[config.mk]
export PLATFORM = sky130hd
export DESIGN_NAME = bus_cycle_sequencer_flat
export DESIGN_NICKNAME = d
export VERILOG_FILES = /design/src/rtl/bus_cycle_sequencer_pkg.sv /design/src/rtl/bus_cycle_sequencer_if.sv /design/src/rtl/bus_cycle_sequencer_rr_arbiter2.sv /design/src/rtl/bus_cycle_sequencer.sv /design/src/flat_wrapper.sv
export SDC_FILE = /design/constraint.sdc
export NUM_CORES = 1
export LEC_CHECK = 0
export CAP_MARGIN = 20
export CORE_AREA = 2 2 64 66
export DETAILED_ROUTE_END_ITERATION = 8
export DIE_AREA = 0 0 66 68
export PLACE_DENSITY = 0.78
export SLEW_MARGIN = 20
export SYNTH_ARGS = -nofsm -noshare
export SYNTH_HDL_FRONTEND = slang
export SYNTH_HIERARCHICAL = 1
export SYNTH_SLANG_ARGS = --single-unit
[constraint.sdc]
create_clock -name clk -period 2.62 [get_ports clk]
set_input_delay 0.524 -clock clk [delete_from_list [all_inputs] [get_ports clk]]
set_output_delay 0.524 -clock clk [all_outputs]
set_load 0.005 [all_outputs]
[src/rtl/bus_cycle_sequencer_pkg.sv]
// Shared types and constants for the bus cycle sequencer: FSM state
// encoding, default bus timing and the read/write op encoding.
package bus_seq_pkg;

  typedef enum logic [1:0] {
    IDLE   = 2'd0,
    SETUP  = 2'd1,
    STROBE = 2'd2,
    HOLD   = 2'd3
  } bus_state_e;

  localparam int ADDR_W_DEF     = 2;
  localparam int DATA_W_DEF     = 8;
  localparam int SETUP_CYC_DEF  = 1;
  localparam int STROBE_CYC_DEF = 2;
  localparam int HOLD_CYC_DEF   = 1;
  localparam int CNT_W_DEF      = 4;

  localparam logic OP_READ  = 1'b0;
  localparam logic OP_WRITE = 1'b1;

endpackage

[src/rtl/bus_cycle_sequencer_if.sv]
// Request/bus interface of the bus cycle sequencer.
// Optional macro BUS_CYCLE_READY_EN adds the READY input and wait_cnt output.
// The sequencer uses the slave modport; requesters and the bus model use master.
interface bus_cycle_sequencer_if
  import bus_seq_pkg::*;
#(
  parameter int ADDR_W = ADDR_W_DEF,
  parameter int DATA_W = DATA_W_DEF,
  parameter int CNT_W  = CNT_W_DEF
);
  logic [1:0]          req;
  logic [1:0]          req_we;
  logic [2*ADDR_W-1:0] req_addr;
  logic [2*DATA_W-1:0] req_wdata;
  logic [1:0]          gnt;
  logic [1:0]          done;
  logic [DATA_W-1:0]   rdata;
  logic [ADDR_W-1:0]   A;
  logic [DATA_W-1:0]   DOUT;
  logic                DOUT_oe;
  logic [DATA_W-1:0]   DIN;
  logic                WR_n;
  logic                RD_n;
  logic                busy;
`ifdef BUS_CYCLE_READY_EN
  logic                READY;
  logic [CNT_W-1:0]    wait_cnt;
`endif

  modport slave (
    input  req, req_we, req_addr, req_wdata, DIN,
`ifdef BUS_CYCLE_READY_EN
    input  READY,
    output wait_cnt,
`endif
    output gnt, done, rdata, A, DOUT, DOUT_oe, WR_n, RD_n, busy
  );

  modport master (
    output req, req_we, req_addr, req_wdata, DIN,
`ifdef BUS_CYCLE_READY_EN
    output READY,
    input  wait_cnt,
`endif
    input  gnt, done, rdata, A, DOUT, DOUT_oe, WR_n, RD_n, busy
  );

endinterface

[src/rtl/bus_cycle_sequencer_rr_arbiter2.sv]
// Two-input round-robin arbiter. The pointer names the requester with
// priority; after a grant it points at the requester that did not win.
module rr_arbiter2 (
  input  logic [1:0] req,
  input  logic       ptr,
  input  logic       en,
  output logic [1:0] gnt,
  output logic       ptr_next
);

  // Pick the first requesting index starting at the pointer.
  always_comb begin
    gnt      = 2'b00;
    ptr_next = ptr;
    if (en) begin
      if (req[ptr]) begin
        gnt[ptr] = 1'b1;
        ptr_next = ~ptr;
      end else if (req[~ptr]) begin
        gnt[~ptr] = 1'b1;
        ptr_next  = ptr;
      end
    end
  end

endmodule

[src/rtl/bus_cycle_sequencer.sv]
// Bus cycle sequencer: arbitrates two internal requesters and runs one
// external bus cycle at a time (SETUP -> STROBE -> HOLD) with programmable
// phase lengths. All bus outputs are registered.
// Optional macro BUS_CYCLE_READY_EN: READY stretches the last strobe cycle,
// wait_cnt reports the number of stretch cycles.
module bus_cycle_sequencer
  import bus_seq_pkg::*;
#(
  parameter int ADDR_W     = ADDR_W_DEF,
  parameter int DATA_W     = DATA_W_DEF,
  parameter int SETUP_CYC  = SETUP_CYC_DEF,
  parameter int STROBE_CYC = STROBE_CYC_DEF,
  parameter int HOLD_CYC   = HOLD_CYC_DEF,
  parameter int CNT_W      = CNT_W_DEF
) (
  input logic                  clk,
  input logic                  rst_n,
  bus_cycle_sequencer_if.slave bif
);

  localparam bit PARAMS_OK =
    (SETUP_CYC >= 1) && (STROBE_CYC >= 1) && (HOLD_CYC >= 1) &&
    (SETUP_CYC < (1 << CNT_W)) && (STROBE_CYC < (1 << CNT_W)) &&
    (HOLD_CYC < (1 << CNT_W));

  generate
    if (!PARAMS_OK) begin : g_param_check
      $fatal(1, "bus_cycle_sequencer: phase lengths must be >=1 and < 2**CNT_W");
    end
  endgenerate

  // Counter load values: the counter runs down to zero on the last phase cycle.
  localparam logic [CNT_W-1:0] SETUP_LOAD  = CNT_W'(SETUP_CYC - 1);
  localparam logic [CNT_W-1:0] STROBE_LOAD = CNT_W'(STROBE_CYC - 1);
  localparam logic [CNT_W-1:0] HOLD_LOAD   = CNT_W'(HOLD_CYC - 1);

  bus_state_e        state_q, state_d;
  logic [CNT_W-1:0]  cnt_q, cnt_d;
  logic              ptr_q, ptr_d;
  logic              owner_q, owner_d;
  logic              op_q, op_d;
  logic [ADDR_W-1:0] a_q, a_d;
  logic [DATA_W-1:0] dout_q, dout_d;
  logic              dout_oe_q, dout_oe_d;
  logic [DATA_W-1:0] rdata_q, rdata_d;
  logic              wr_n_q, wr_n_d;
  logic              rd_n_q, rd_n_d;
  logic [1:0]        gnt_q, gnt_d;
  logic [1:0]        done_q, done_d;
`ifdef BUS_CYCLE_READY_EN
  logic [CNT_W-1:0]  wait_q, wait_d;
`endif

  logic [1:0] arb_gnt;
  logic       arb_ptr_next;
  logic       strobe_end;
  logic       win;

  rr_arbiter2 u_arb (
    .req      (bif.req),
    .ptr      (ptr_q),
    .en       (state_q == IDLE),
    .gnt      (arb_gnt),
    .ptr_next (arb_ptr_next)
  );

  // Next-state and next-output logic of the bus cycle FSM.
  always_comb begin
    state_d    = state_q;
    cnt_d      = cnt_q;
    ptr_d      = ptr_q;
    owner_d    = owner_q;
    op_d       = op_q;
    a_d        = a_q;
    dout_d     = dout_q;
    dout_oe_d  = dout_oe_q;
    rdata_d    = rdata_q;
    wr_n_d     = wr_n_q;
    rd_n_d     = rd_n_q;
    gnt_d      = 2'b00;
    done_d     = 2'b00;
    strobe_end = 1'b0;
    win        = arb_gnt[1];
`ifdef BUS_CYCLE_READY_EN
    wait_d     = wait_q;
`endif

    case (state_q)
      IDLE: begin
        if (arb_gnt != 2'b00) begin
          gnt_d     = arb_gnt;
          owner_d   = win;
          op_d      = win ? bif.req_we[1] : bif.req_we[0];
          a_d       = win ? bif.req_addr[2*ADDR_W-1:ADDR_W] : bif.req_addr[ADDR_W-1:0];
          dout_d    = win ? bif.req_wdata[2*DATA_W-1:DATA_W] : bif.req_wdata[DATA_W-1:0];
          dout_oe_d = (op_d == OP_WRITE);
          ptr_d     = arb_ptr_next;
          cnt_d     = SETUP_LOAD;
          state_d   = SETUP;
`ifdef BUS_CYCLE_READY_EN
          wait_d    = '0;
`endif
        end
      end

      SETUP: begin
        if (cnt_q == '0) begin
          state_d = STROBE;
          cnt_d   = STROBE_LOAD;
          wr_n_d  = (op_q != OP_WRITE);
          rd_n_d  = (op_q == OP_WRITE);
        end else begin
          cnt_d = cnt_q - 1'b1;
        end
      end

      STROBE: begin
        if (cnt_q == '0) begin
`ifdef BUS_CYCLE_READY_EN
          if (bif.READY) begin
            strobe_end = 1'b1;
          end else if (wait_q != '1) begin
            wait_d = wait_q + 1'b1;
          end
`else
          strobe_end = 1'b1;
`endif
        end else begin
          cnt_d = cnt_q - 1'b1;
        end
        if (strobe_end) begin
          if (op_q == OP_READ) begin
            rdata_d = bif.DIN;
          end
          state_d = HOLD;
          cnt_d   = HOLD_LOAD;
          wr_n_d  = 1'b1;
          rd_n_d  = 1'b1;
        end
      end

      HOLD: begin
        if (cnt_q == '0) begin
          state_d         = IDLE;
          done_d[owner_q] = 1'b1;
          dout_oe_d       = 1'b0;
        end else begin
          cnt_d = cnt_q - 1'b1;
        end
      end

      default: state_d = IDLE;
    endcase
  end

  // State and registered outputs; reset aborts any cycle in flight.
  always_ff @(posedge clk or negedge rst_n) begin
    if (!rst_n) begin
      state_q   <= IDLE;
      cnt_q     <= '0;
      ptr_q     <= 1'b0;
      owner_q   <= 1'b0;
      op_q      <= OP_READ;
      a_q       <= '0;
      dout_q    <= '0;
      dout_oe_q <= 1'b0;
      rdata_q   <= '0;
      wr_n_q    <= 1'b1;
      rd_n_q    <= 1'b1;
      gnt_q     <= 2'b00;
      done_q    <= 2'b00;
`ifdef BUS_CYCLE_READY_EN
      wait_q    <= '0;
`endif
    end else begin
      state_q   <= state_d;
      cnt_q     <= cnt_d;
      ptr_q     <= ptr_d;
      owner_q   <= owner_d;
      op_q      <= op_d;
      a_q       <= a_d;
      dout_q    <= dout_d;
      dout_oe_q <= dout_oe_d;
      rdata_q   <= rdata_d;
      wr_n_q    <= wr_n_d;
      rd_n_q    <= rd_n_d;
      gnt_q     <= gnt_d;
      done_q    <= done_d;
`ifdef BUS_CYCLE_READY_EN
      wait_q    <= wait_d;
`endif
    end
  end

  assign bif.gnt     = gnt_q;
  assign bif.done    = done_q;
  assign bif.rdata   = rdata_q;
  assign bif.A       = a_q;
  assign bif.DOUT    = dout_q;
  assign bif.DOUT_oe = dout_oe_q;
  assign bif.WR_n    = wr_n_q;
  assign bif.RD_n    = rd_n_q;
  assign bif.busy    = (state_q != IDLE);
`ifdef BUS_CYCLE_READY_EN
  assign bif.wait_cnt = wait_q;
`endif

endmodule

[src/flat_wrapper.sv]
// flat-port wrapper written by rule: the top's interface ports become plain ports
module bus_cycle_sequencer_flat import bus_seq_pkg::*;
#(
  parameter int ADDR_W     = ADDR_W_DEF,
  parameter int DATA_W     = DATA_W_DEF,
  parameter int SETUP_CYC  = SETUP_CYC_DEF,
  parameter int STROBE_CYC = STROBE_CYC_DEF,
  parameter int HOLD_CYC   = HOLD_CYC_DEF,
  parameter int CNT_W      = CNT_W_DEF
)
  (clk, rst_n, bif_req, bif_req_we, bif_req_addr, bif_req_wdata, bif_DIN, bif_gnt, bif_done, bif_rdata, bif_A, bif_DOUT, bif_DOUT_oe, bif_WR_n, bif_RD_n, bif_busy);
  bus_cycle_sequencer_if #(.ADDR_W(ADDR_W), .DATA_W(DATA_W), .CNT_W(CNT_W)) bif_i ();
  input logic clk;
  input logic rst_n;
  input wire logic [$bits(bif_i.req)-1:0] bif_req;
  input wire logic [$bits(bif_i.req_we)-1:0] bif_req_we;
  input wire logic [$bits(bif_i.req_addr)-1:0] bif_req_addr;
  input wire logic [$bits(bif_i.req_wdata)-1:0] bif_req_wdata;
  input wire logic [$bits(bif_i.DIN)-1:0] bif_DIN;
  output wire logic [$bits(bif_i.gnt)-1:0] bif_gnt;
  output wire logic [$bits(bif_i.done)-1:0] bif_done;
  output wire logic [$bits(bif_i.rdata)-1:0] bif_rdata;
  output wire logic [$bits(bif_i.A)-1:0] bif_A;
  output wire logic [$bits(bif_i.DOUT)-1:0] bif_DOUT;
  output wire logic [$bits(bif_i.DOUT_oe)-1:0] bif_DOUT_oe;
  output wire logic [$bits(bif_i.WR_n)-1:0] bif_WR_n;
  output wire logic [$bits(bif_i.RD_n)-1:0] bif_RD_n;
  output wire logic [$bits(bif_i.busy)-1:0] bif_busy;
  assign bif_i.req = bif_req;
  assign bif_i.req_we = bif_req_we;
  assign bif_i.req_addr = bif_req_addr;
  assign bif_i.req_wdata = bif_req_wdata;
  assign bif_i.DIN = bif_DIN;
  assign bif_gnt = bif_i.gnt;
  assign bif_done = bif_i.done;
  assign bif_rdata = bif_i.rdata;
  assign bif_A = bif_i.A;
  assign bif_DOUT = bif_i.DOUT;
  assign bif_DOUT_oe = bif_i.DOUT_oe;
  assign bif_WR_n = bif_i.WR_n;
  assign bif_RD_n = bif_i.RD_n;
  assign bif_busy = bif_i.busy;
  bus_cycle_sequencer #(.ADDR_W(ADDR_W), .DATA_W(DATA_W), .SETUP_CYC(SETUP_CYC), .STROBE_CYC(STROBE_CYC), .HOLD_CYC(HOLD_CYC), .CNT_W(CNT_W)) u_core (.clk(clk), .rst_n(rst_n), .bif(bif_i));
endmodule
---- After elaboration in Yosys (flattened, before gate mapping) ----
Index checks and enable logic that the tools add are counted.
storage, ports and cells
  flip-flop bits (word level) ............. 34
  bits of input ports ..................... 34
  output and inout bits ................... 26
  word-level logic and storage cells ...... 84
operators by class
  $add $sub $neg .......................... 1
  order comparisons ....................... 6
  equality and inequality tests ........... 7
  muxes and demuxes ....................... 40
  bitwise gates (word level) .............. 2
  reductions and logical operators ........ 15
operator list
  kind                                                                   number
  2-bit two-way mux                                                      12
  4-bit two-way mux                                                      4
  4-bit case mux with 4 select lines                                     1
  1-bit two-way mux                                                      15
  3-bit AND reduction                                                    4
  8-bit two-way mux                                                      1
  2-bit by 1-bit != test with 1-bit output, second input constant        4
  2-bit case mux with 4 select lines                                     1
  2-bit nonzero test                                                     4
  1-bit by 2-bit < comparator with 1-bit output, second input constant   3
  1-bit case mux with 2 select lines                                     3
  2-bit equality test, second input constant                             2
  4-bit logical NOT                                                      1
  4-bit AND reduction                                                    1
  4-bit by 1-bit subtractor with 4-bit output, second input constant     1
  1-bit demux with 1-bit select                                          3
  1-bit >= comparator, second input constant                             3
  1-bit logical AND                                                      3
  2-bit by 1-bit equality test with 1-bit output, second input constant  1
  2-bit logical NOT                                                      1
  1-bit NOT                                                              2
  2-bit AND reduction                                                    1

---- Logic depth before layout (Yosys ltp) ----
Gate-level depths: netlist (run 1).
  depth in word-level cells ............... 11
  depth in mapped cells ................... 9
  depth with buffers taken out ............ 7

---- Cells and area by module ----
The synthesis (run 1) kept the hierarchy.
modules (own cells, without submodules)
  module               instances  cells each  area an instance (sq um)  sequential area each (sq um)
  bus_cycle_sequencer  1          139         1592.8                    853.3
  rr_arbiter2          1          7           36.3                      0.0

---- Worst setup path before layout (run 1) ----
OpenSTA, ideal clock, no wires.
  kind .................................... flip-flop to flip-flop
  start point ............................. register u_core.state_q[0]
  end point ............................... register u_core.state_q[1]
  setup time .............................. 128 ps
  arrival time ............................ 1749 ps
  data required time ...................... 2492 ps
  path slack .............................. 743 ps
  stages on the path, launching flop included .. 9
  buffers on the path ..................... 1
  period minus slack after synthesis ...... 1877 ps
  cells stage by stage .................... dfrtp_1 > inv_1 > ha_1 > nand2_1 > a21oi_1 > buf_2 > nor3b_1 > a21oi_2 > mux2_1
on the way
  cells in the longest elaborated chain, start to end .. 5
  elaborated cells on any way between the ends .. 12
  those cells by class .................... 7 x eq/ne; 2 x mux; 3 x reduce/logical
ends and longest elaborated chain
  what                                                       line                                   RTL
  start: declaration                                         bus_cycle_sequencer.sv:37              bus_state_e state_q, state_d;
  start signal: assignment                                   bus_cycle_sequencer.sv:176             state_q <= state_d;
  2-bit logical NOT                                          bus_cycle_sequencer.sv:62              .en (state_q == IDLE),
  2-bit two-way mux                                          bus_cycle_sequencer_rr_arbiter2.sv:15  if (en) begin
  net u_core.arb_gnt[1]                                      bus_cycle_sequencer.sv:54              logic [1:0] arb_gnt;
  2-bit nonzero test                                         bus_cycle_sequencer.sv:90              if (arb_gnt != 2'b00) begin
  2-bit by 1-bit != test with 1-bit output (no source line)  n/a
  4-bit AND reduction (no source line)                       n/a
The timed path passes the listed nets, and every way through them passes these cells.
A chain may end at the register's enable or synchronous reset.

---- Worst setup path in the final report (run 1) ----
  start point ............................. register u_core.state_q[0]
  end point ............................... output bif_busy
on the way
  cells in the longest elaborated chain, start to end .. 1
ends and longest elaborated chain
  what                line                        RTL
  2-bit nonzero test  bus_cycle_sequencer.sv:203  assign bif.busy = (state_q != IDLE);
  end: declaration    flat_wrapper.sv:28          output wire logic [$bits(bif_i.busy)-1:0] bif_busy;
No other way between the ends.

==> results of run 1 <==
[worst max-delay path, delay by kind of cell (launching register included)]
family / cells / cell delay [ns]
flops: 1 / 0.41
fa+ha+maj: 1 / 0.40
buf+inv: 3 / 0.75
[worst max-delay path by stage]
| stage | from | to | cells past startpoint |
|---|---|---|---|
| after detailed placement | bif_req[1] | u_core/bif.DOUT_oe | 7 |
| after floorplan | u_core/state_q[0] | u_core/state_q[1] | 8 |
| final | u_core/state_q[0] | bif_busy | 4 |
| after CTS | u_core/state_q[0] | bif_busy | 4 |
| after global placement | bif_req[1] | u_core/bif.DOUT_oe | 7 |
| after global routing | u_core/state_q[1] | bif_busy | 4 |
[cells in the mapped netlist (all sizes together)]
cell,n
o21ai,13
ha,6
nor4,1
buf,2
or3,1
and2,1
o32ai,1
and3,2
mux2,10
o32a,1
nor3b,1
inv,12
nor3,3
clkbuf,4
nor2,7
nand2,15
o21a,1
a221oi,1
dfstp,2
o22a,2
a222oi,1
a32o,1
nand3,1
o21bai,2
a211oi,1
dfrtp,32
nor2b,1
o2111ai,1
mux2i,10
a21oi,6
a21o,1
a31oi,3
[stage by stage]
stage	util (%)	total power [µW]	area [µm²]	hold WS, ns	std cells
2_1_floorplan	-	1550	1630	0.228	146
3_3_place_gp	59.3	2090	2290	0.442	254
3_5_place_dp	59.3	2120	2290	0.449	254
4_1_cts	61.7	2520	2380	0.455	262
5_1_grt	61.7	2690	2380	0.466	262
6_report	61.7	2490	2380	0.460	262
[cell usage in the layout, fill, tap and decap left out, types with 2 or more instances in the layout]
cell / count
sky130_fd_sc_hd__clkbuf_8: 6
sky130_fd_sc_hd__buf_4: 5
sky130_fd_sc_hd__o21bai_1: 2
sky130_fd_sc_hd__a21oi_2: 2
sky130_fd_sc_hd__clkdlybuf4s50_1: 59
sky130_fd_sc_hd__ha_1: 6
sky130_fd_sc_hd__nor3_1: 3
sky130_fd_sc_hd__nor2_1: 7
sky130_fd_sc_hd__a31oi_1: 3
sky130_fd_sc_hd__a21oi_1: 4
sky130_fd_sc_hd__mux2_2: 9
sky130_fd_sc_hd__dfrtp_1: 32
sky130_fd_sc_hd__inv_1: 11
sky130_fd_sc_hd__dfstp_2: 2
sky130_fd_sc_hd__nand2_1: 15
sky130_fd_sc_hd__o21ai_0: 12
sky130_fd_sc_hd__o22a_2: 2
sky130_fd_sc_hd__mux2i_1: 10
[registers in the layout, indices dropped and copies added (netlist names)]
register and flops:
u_core/bif.A 2, u_core/bif.DOUT 8, u_core/bif.DOUT_oe 1, u_core/bif.RD_n 1, u_core/bif.WR_n 1, u_core/bif.done 2
u_core/bif.gnt 2, u_core/bif.rdata 8, u_core/cnt_q 4, u_core/op_q 1, u_core/owner_q 1, u_core/ptr_q 1
u_core/state_q 2
[layer usage]
| layer | share of wire, % | track usage, % |
|---|---|---|
| met4 | 2.1 | 8.42 |
| met3 | 9.4 | 7.24 |
| met1 | 43 | 19.6 |
| met5 | 0 | 0 |
| met2 | 45 | 24.5 |
[layout make-up]
class | instances | share of cell area [%]
clock buffers | 7 | 3.63
inverters | 12 | 1.89
repair buffers | 64 | 26.4
clock inverters | 1 | 0.210
flip-flops and latches | 34 | 35.9
well taps | 50 | 2.63
multi-input cells | 94 | 29.4
[power groups by stage]
stage | clock network, µW | registers, µW | logic (µW)
global route | 437 | 916 | 1340
detailed placement | 0 | 896 | 1220
CTS | 407 | 889 | 1230
finish | 396 | 886 | 1210
global placement | 0 | 885 | 1200
floorplan | 0 | 887 | 668
[logic make-up after synthesis]
logic type,Yosys count
AO/OA/AOI/OAI,35
flip-flops,34
AND/OR/NAND/NOR,33
buffers and inverters,18
adder cells (fa/ha/maj),6
multiplexers,20
==> summary by stage, run 1 <==
Place
The congestion estimate from routability-driven global placement came to a little under 0.8. In this run the tool buffered the top-level ports with 59 buffer cells. Detailed placement ended at an HPWL of roughly 2400 µm. The minimum setup slack after placement is 0.409 ns.

Pwr
The standby leakage power is slightly above 0.001 µW. The proportion of power drawn by the clock network is between 10% and 20%. Cell internal power was estimated by the tool at 1660 µW. The switching power is 829 µW. The worst-case IR drop observed on VDD is 0.498 mV. In this run switching power makes up approximately 33% of total power.

Per report_power, the sequential group accounts for a little over a third of the total. Combinational cells account for about half of the total power. Power spread over the standard cell area amounts to between 1000 and 1500 nW/µm².

Layout
The register cell area after layout is 853 µm². The number of antenna repair diodes is 0. The area of combinational cells with multiple inputs is roughly 700 µm². The area growth from synthesis to layout is 46.1%. In the final layout, the share of cells above drive strength 1 is between 10% and 20%. Fill cells in the final layout number ~340. In the final design database the tool counted around 250 nets.

Die
From left edge to right edge, the die measures about 66 µm. The effective utilization at floorplan is a little over two fifths. The standard cell core area is a little under 4000 µm².

The number of top-level design ports is 60. The full die area is between 4000 and 5000 µm². The die extent in y is between 60 and 70 µm.

After floorplanning, the core was divided into 23 placement rows.

Global route
The total overflow reported by the global router is 0. The total global-route track usage is 16.2%. The initial antenna violation count came to 0. The via count of the first global-routing pass is about 1200. Entering global routing, the biggest net connects 35 pins. The first global-routing pass estimated around 5400 µm of wire.

Min path
The worst hold path class is reg2reg. The worst hold path begins at u_core/owner_q. The path with the worst hold slack has its endpoint at u_core/bif.done[0]. Along the worst hold path, the cell count comes to 1.

Clocking
Counting along the longest clock path gives a buffer depth of 2. The clock-pin slew reported for the worst setup and hold paths after clock tree synthesis is around 0.07 ns. The total of hold buffers inserted after clock tree synthesis is 0. Post-CTS timing repair inserted 0 buffers for setup.

The CTS H-tree depth is 2. Post-CTS repair changed the size of 0 cells. The tree is rooted in a sky130_fd_sc_hd__clkbuf_8.

The later pin in the worst-skew pair is clocked with a latency of approximately 0.29 ns. TritonCTS built the clock tree. The number of clock buffers inserted by TritonCTS is 5.

The clock drives 34 sinks.

Flow run
The number of violations of the max-capacitance limit is 0.

Yosys
The area fraction of the dominant cell type after synthesis is between 40% and 50%. The combinational family with the most area after synthesis is compound AO/OA/AOI/OAI gates. After synthesis, the share of cell area in mux cells is around an eighth.

The share of synthesized cell area in full adder, half adder and majority cells is between 4 and 5%. The post-synthesis cell area is approximately 1600 µm². Yosys attributes the largest share of cell area to sky130_fd_sc_hd__dfrtp_1 (49%), sky130_fd_sc_hd__mux2_2 (6.2%), sky130_fd_sc_hd__mux2i_1 (6.1%). The cell type with the highest aggregate area in the netlist is sky130_fd_sc_hd__dfrtp_1. The number of different library cells used by synthesis comes to 37. The complex-gate fraction of the synthesized area is between 10 and 15%. The simple logic cell fraction of the synthesized area is a little over a tenth.

Synthesis produced about 150 cells. The share of the synthesized netlist area taken by xor and xnor gates is 0%. For this run, the register share of the synthesized area comes to 52.4%. The register bit total from synthesis is 34. A synthesized cell averages 11.2 µm². The count of synthesis-stage warnings from yosys is 6. The number of nets produced by synthesis is ~190.

Setup path
The worst stage delay on the critical path is between 0.4 and 0.5 ns. Walking the worst path, the cells encountered are inv_1, ha_1, inv_1, clkdlybuf4s50_1. The worst-case reg-to-reg path depth is 8. The arrival time at the worst endpoint is ~1.9 ns. The startpoint identified for the worst register-to-register timing path is u_core/state_q[0]. STA classifies the critical path endpoint as an output port. The worst path required time is between 2 and 2.5 ns. The largest driver fanout on the critical path is 14. In this design, the critical path's most frequently occurring cell is sky130_fd_sc_hd__inv_1. The end of the worst register-to-register path is u_core/bif.DOUT_oe. The critical path is of the reg2out type. The setup slack of the worst register-to-register path is ~0.49 ns. The slowest library cell on the worst path is sky130_fd_sc_hd__clkdlybuf4s50_1. The critical path startpoint category is a register.

Routing
Before antenna repair, the detailed router went through 4 iterations. In the routed design, unresolved DRC markers number 0. Once detail routing completed, the nets flagged for antenna violations numbered 0.

The routed design has approximately 3200 µm of wire. Across all layers, the routed design uses 1287 vias. The iteration-0 DRC count of the detailed router is 15. The detail-routed via count per cell is between 4 and 5. In the final routed layout, each cell accounts on average for ~12 µm.

Timing
Derived from the worst setup path, the maximum achievable clock frequency is around 0.42 GHz. The setup total negative slack is 0 ns. The post-layout worst setup margin is approximately 0.24 ns.

The worst-case clock skew is around 0.006 ns. The count of final setup violators is 0. The final hold violation count was 0.

The max-slew violation count was 0. The post-route clock period utilization is between 90 and 100%. The clock period minus final worst setup slack is ~2.4 ns. The worst-margin pin slew is roughly 0.5 ns. Setup repair after global routing left no endpoint under its margin. Headroom to the max-slew limit came out at around two thirds.

Status
The run finished with clean final reports.
Note: power is estimated with default switching activity, not from simulation.
==> run 2: changes to the inputs <==
--- a/config.mk
+++ b/config.mk
@@ -6,5 +6,5 @@
 export NUM_CORES = 1
 export LEC_CHECK = 0
-export CAP_MARGIN = 20
+export CAP_MARGIN = 10
 export CORE_AREA = 2 2 64 66
 export DETAILED_ROUTE_END_ITERATION = 8
==> constraint.sdc (replaced) <==
create_clock -name clk -period 2.62 [get_ports clk]
set_input_delay 0.262 -clock clk [delete_from_list [all_inputs] [get_ports clk]]
set_output_delay 0.262 -clock clk [all_outputs]
set_load 0.005 [all_outputs]
==> summary by stage, run 2 (synthesis gave the netlist of run 1 again) <==
Die
The number of top-level design ports is 60. Row generation in the floorplan step produced 23 rows. The standard cell core area is ~3900 µm². Once the floorplan was initialized, standard cells occupied around 42% of the core. The die covers 4490 µm². Measured along the x axis, the die boundary spans between 60 and 70 µm. The die extent in y is a little under 70 µm.

Pwr
Combinational logic is responsible for 48.2% of the overall power. Cell internal power was estimated by the tool at approximately 1700 µW. The switching power is 833 µW.

The standby leakage power is slightly above 0.001 µW. The proportion of power drawn by the clock network is approximately 16%. The total power after layout is ~2500 µW.

In this run, flip-flops and latches consume a little over a third of the power. Net switching is between 30% and 40% of the power. The maximum resistive drop on vdd is just under 0.5 mV.

The power density over the cells is 1050 nW/µm².

Routing
For this block, the initial DRC count from the detailed router was between 50 and 60. The detail-routed via count per cell is between 4 and 5. The count of nets left with antenna violations once routing finished came out at 0. Before antenna repair, the detailed router went through 4 iterations.

The routed wirelength normalized by instance count is ~13 µm. For this run, design rule violations remaining after detail routing come to 0. Summed over all layers, the routed wires come to roughly 3300 µm. The detailed router placed 1300 vias in this run.

Clocking
Counting the buffers created by CTS gives 5. The TritonCTS clock tree is built. The library cell used as clock root buffer is sky130_fd_sc_hd__clkbuf_8. Once the clock tree was built, the resizer swapped 0 gates to a different size. The clock drives 34 sinks.

The number of buffers on the longest clock path is 2. Clock-pin slew was measured on the worst setup and hold paths at ~0.07 ns. The source-to-sink clock delay at the later pin of the worst-skew pair is 0.28 ns. The post-CTS setup-driven buffer insertion count is 0. The total of hold buffers inserted after clock tree synthesis is 0. The CTS H-tree depth is 2.

Place
The post-detailed-placement cell area is 2280 µm². During placement, the flow inserted port buffers numbering roughly 60. The detailed placement HPWL is 2420 µm. The congestion estimate from routability-driven global placement came to 0.771.

Flow run
Max-cap violations in this run came to 0.

Layout
The register cell area after layout is between 800 and 900 µm². The area of combinational cells with multiple inputs is approximately 700 µm². The most frequent standard cell in the layout excluding fill and tap cells is sky130_fd_sc_hd__clkdlybuf4s50_1. In the final layout, the share of cells above drive strength 1 is 14.7%. The repair_antennas step left the layout with diodes totalling 0. In the layout the commonest cells are sky130_fd_sc_hd__clkdlybuf4s50_1 (59), sky130_fd_sc_hd__dfrtp_1 (32), sky130_fd_sc_hd__nand2_1 (15), sky130_fd_sc_hd__o21ai_0 (12), sky130_fd_sc_hd__inv_1 (11). Relative to the synthesized area, the layout overhead comes to 45.9%. Fill cells in the final layout number ~350. The number of nets in the layout is 250.

The final non-filler cell area is approximately 2400 µm².

Global route
Global routing finished with a remaining overflow of 0. The first-pass GRT wire length is between 5000 and 6000 µm. The via count of the first global-routing pass is about 1200. The initial antenna violation count is 0. For this run, the total global-route usage over all layers was measured as ~16%.

The maximum number of pins on one net before global-route repair is 35.

Timing
The count of final setup violators is 0. The max-slew violation count is 0. For the finished layout, the period the worst path requires is 2.19 ns.

Headroom to the max-slew limit came out at 55.3%. The worst-case clock skew is between 0.006 and 0.007 ns. The post-route clock period utilization is 83.8%.

Timing would allow up to ~0.46 GHz. The setup total negative slack is 0 ns. Setup repair after global routing left no endpoint under its margin. The final hold violation count is 0.

At the pin with the least slew margin, the transition time is 0.668 ns.

Setup path
STA classifies the critical path startpoint as a register. The largest driver fanout on the critical path is 14. For flop-to-flop paths, the worst setup slack is around 0.43 ns. The kind of end point of the critical path is a register.

The worst-case reg-to-reg path depth is 7. The buffers plus inverters on the worst setup path is 1. The slowest stage of the critical path is the sky130_fd_sc_hd__nor3b_1 cell. For this run, the slowest stage of the critical path takes slightly below 0.6 ns. The signal on the critical path passes through inv_1, ha_1, nand2_1, a21oi_1, nor3b_1, a21oi_2, mux2_1. The worst path required time is 2.79 ns.

On the critical path the largest part of the delay comes from simple AND/OR/NAND/NOR gates. The critical path crosses 7 cells after its start point. The arrival time at the worst endpoint is around 2.4 ns. The type of the worst setup path is reg2reg.

Min path
The tightest min-delay check is of the in2async type.

Status
The flow ran to the end, and the final reports show no timing, DRC or antenna violations.
run 2: cell count changes in the layout (fill, tap and decap cells not counted):
cell,change
sky130_fd_sc_hd__clkbuf_1,-1
sky130_fd_sc_hd__clkinvlp_4,+1
sky130_fd_sc_hd__buf_4,-1
run 2: layer usage:
| layer | GRT usage (%) | routed length (µm) |
|---|---|---|
| met1 | 19.9 | 1450 |
| met2 | 25.3 | 1550 |
| met3 | 5.59 | 249 |
| met4 | 8.42 | 28 |
| met5 | 0 | 0 |
run 2: cell type report:
type                       count  share of cell area, %
timing repair buffer          63                   26.1
tap                           50                   2.63
inverter                      12                   1.90
multi-input combinational     94                   29.4
sequential                    34                   35.9
clock buffer                   6                   3.48
clock inverter                 2                  0.527
run 2: power by group through the flow:
stage / sequential (µW) / combinational [µW] / clock (µW)
after global placement: 884 / 1190 / 0
after floorplan: 887 / 668 / 0
after global routing: 917 / 1340 / 443
after detailed placement: 896 / 1210 / 0
final: 887 / 1200 / 400
after CTS: 889 / 1210 / 414
run 2: metrics by stage:
stage | worst slack [ns] | util (%) | hold slack, ns | cells
2_1_floorplan | 0.743 | - | -0.0336 | 146
3_3_place_gp | 0.510 | 59.1 | 0.444 | 253
3_5_place_dp | 0.457 | 59.1 | 0.472 | 253
4_1_cts | 0.439 | 61.6 | 0.388 | 261
5_1_grt | 0.233 | 61.6 | 0.442 | 261
6_report | 0.425 | 61.6 | 0.381 | 261
run 2: path summary, 6_finish.rpt:
check | to | from
worst max-delay path | u_core/state_q[1] | u_core/state_q[0]
worst min-delay path | u_core/bif.DOUT[6] | rst_n
worst max register to register | u_core/state_q[1] | u_core/state_q[0]
worst min register to register | u_core/bif.done[0] | u_core/owner_q
max in group asynchronous | u_core/bif.WR_n | rst_n
min in group clk | u_core/bif.done[0] | u_core/owner_q
==> run 3: changes to the inputs <==
- clock period: 2.62 -> 2.1 ns (I/O delays scaled with it)
==> summary by stage, run 3 (synthesis gave the netlist of run 1 again) <==
Status
The flow ran to the end, and the final reports show no timing, DRC or antenna violations.

Routing
The final antenna-violating net count is 0. The total number of vias is about 1300. The total DRC errors in the routed layout is 0. Using the TritonRoute via totals, the vias-per-cell ratio works out to between 4 and 5.

The total wirelength of the detailed-routed design is ~3400 µm. The first TritonRoute pass finished after 4 iterations. The routed wirelength normalized by instance count is about 13 µm. For this block, the initial DRC count from the detailed router was 27.

Layout
The library cells used most frequently in the layout, excluding fill and tap cells, are sky130_fd_sc_hd__clkdlybuf4s50_1 (59), sky130_fd_sc_hd__dfrtp_1 (32), sky130_fd_sc_hd__nand2_1 (15), sky130_fd_sc_hd__o21ai_0 (12). The count of cells in the finished layout, fillers not included, comes to about 270. The fraction of layout instances using a drive strength above 1 is between 10% and 20%. The sequential cells in the finished layout cover a total of 853 µm². The number of antenna repair diodes is 0. In the final layout, the multi-input gates occupy approximately 700 µm². The number of fillers in the final layout is approximately 350.

The final non-filler cell area is roughly 2400 µm². The number of nets in the layout is roughly 250. The area growth from synthesis to layout is 47.7%.

The most frequent standard cell in the layout excluding fill and tap cells is sky130_fd_sc_hd__clkdlybuf4s50_1.

Clocking
The CTS H-tree depth is 2. The library cell used as clock root buffer is sky130_fd_sc_hd__clkbuf_8. After clock tree synthesis, the flow added hold-fix buffers numbering 0.

The number of buffers on the longest clock path is 2. TritonCTS built the clock tree. Counting the buffers created by CTS gives 5.

The clock-pin slew reported for the worst setup and hold paths after clock tree synthesis is ~0.06 ns. At the later pin of the worst-skew pair, clock insertion delay measures about 0.28 ns. For this design, the sink count on the clock tree is 34.

Timing
The worst-case clock skew is approximately 0.0028 ns. On the final layout, the worst hold slack is 0.324 ns. Setup violations remaining at the end of the flow were counted as 0. At the pin with the least slew margin, the transition time is 0.465 ns. The max-slew violation count came to 0. Setup repair after global routing left no endpoint under its margin.

The upper clock frequency limit is 0.502 GHz. In the finished design, the share of the clock period the worst path needs comes to a little over nine tenths. The setup total negative slack is 0 ns. In this run the tightest slew margin relative to its limit is 68.8%. The clock period minus final worst setup slack is approximately 2.0 ns. The final hold violation count is 0.

Die
The total area inside the core boundary comes to around 3900 µm². The number of top-level design ports is 60. The floorplan step defined a die boundary enclosing ~4500 µm². The die extent in y is 68 µm. From left edge to right edge, the die measures 66 µm. For this configuration, the core starts out at a cell density of 42.2%.

The floorplan has 23 rows.

Setup path
In this run the register-to-register setup slack is approximately 0.12 ns. The slowest stage of the critical path belongs to the cell sky130_fd_sc_hd__clkdlybuf4s50_1. Walking the worst path, the cells encountered are inv_1, ha_1, buf_4, inv_2, clkdlybuf4s50_1. The largest driver fanout on the critical path is 11.

For this run, the slowest stage of the critical path takes 0.50 ns. The kind of end point of the critical path is an output port. Data on the critical path arrives at its endpoint at 1.78 ns. The most critical setup path has its startpoint at u_core/state_q[1].

The critical path in this run is classified as reg2out. The worst register-to-register path begins at u_core/state_q[1]. The worst path required time is 1.89 ns.

STA classifies the critical path startpoint as a register.

Place
The detailed placement HPWL is ~2500 µm. The final weighted congestion in routability-driven placement is roughly 0.73. The count of buffers added on input and output ports is 59. Summing all placed instances gives a cell area of approximately 2300 µm². The cell count after placement is about 260.

Pwr
The proportion of power drawn by the clock network is approximately 15%. The power density over the cells is about 1300 nW/µm². The design internal power is roughly 2100 µW. In this run, flip-flops and latches consume 34.9% of the power.

The switching power is roughly 1100 µW. The maximum resistive drop on vdd is ~0.56 mV. Net switching is between 30 and 40% of the power. The total power after layout is 3180 µW.

The part of the total power dissipated in combinational logic is between 40% and 50%. The standby leakage power is around 0.0010 µW.

Global route
The first-pass GRT wire length is 5550 µm. The total global-route track usage is roughly 17%. Entering global routing, the biggest net connects 35 pins. The initial antenna violation count is 0. The via count of the first global-routing pass is approximately 1300. Summed over all layers, the global routing overflow is 0.

Min path
The worst hold path class is in2async.

Flow run
The number of violations of the max-capacitance limit is 0.
[run 3: worst paths after layout]
kind	to	depth (start not counted)
min reg2reg	u_core/bif.done[0]	1
max	bif_busy	5
min in group clk	u_core/bif.done[0]	1
max reg2reg	u_core/bif.DOUT_oe	8
max in group asynchronous	u_core/bif.RD_n	2
min	u_core/bif.DOUT[6]	2
[run 3: area by class of cell]
type	instances	area share, %
Sequential cell	34	35.5
Multi-Input combinational cell	94	29.2
Timing Repair Buffer	67	27.0
Clock buffer	7	3.59
Tap cell	50	2.60
Inverter	12	1.87
Clock inverter	1	0.208
[run 3: routing by layer]
metal  global-route usage (%)  share of wire (%)  vias up  routed length, µm
met2                     26.9                 46       54               1540
met1                     19.4                 42      605               1430
li1                         -                  -      647                  -
met3                     6.74                 10        8                341
met5                        0                  0        -                  0
met4                     7.65                1.8        0                 61
[run 3: stage by stage]
stage               setup slack (ns)  utilization [%]
finish                         0.110             62.4
global route                0.000143             62.4
CTS                           0.0235             61.9
detailed placement             0.137             59.5
global placement               0.231             59.5
floorplan                      0.223                -
[run 3: timing repair]
action,in CTS,in global routing
resized for setup,0,2
setup buffers,0,2
setup endpoints to repair,0,10
[run 3: worst max-delay path, delay by kind of cell (launching register included)]
family / cells / cell delay, ns
buffers and inverters: 4 / 0.86
DFF: 1 / 0.41
adders and majority gates: 1 / 0.23
[run 3: power by group through the flow]
stage	Sequential, µW	Combinational [µW]	Clock (µW)
after floorplan	1110	833	0
after global placement	1100	1510	0
after detailed placement	1120	1540	0
after CTS	1110	1560	508
after global routing	1150	1750	535
final	1110	1580	487
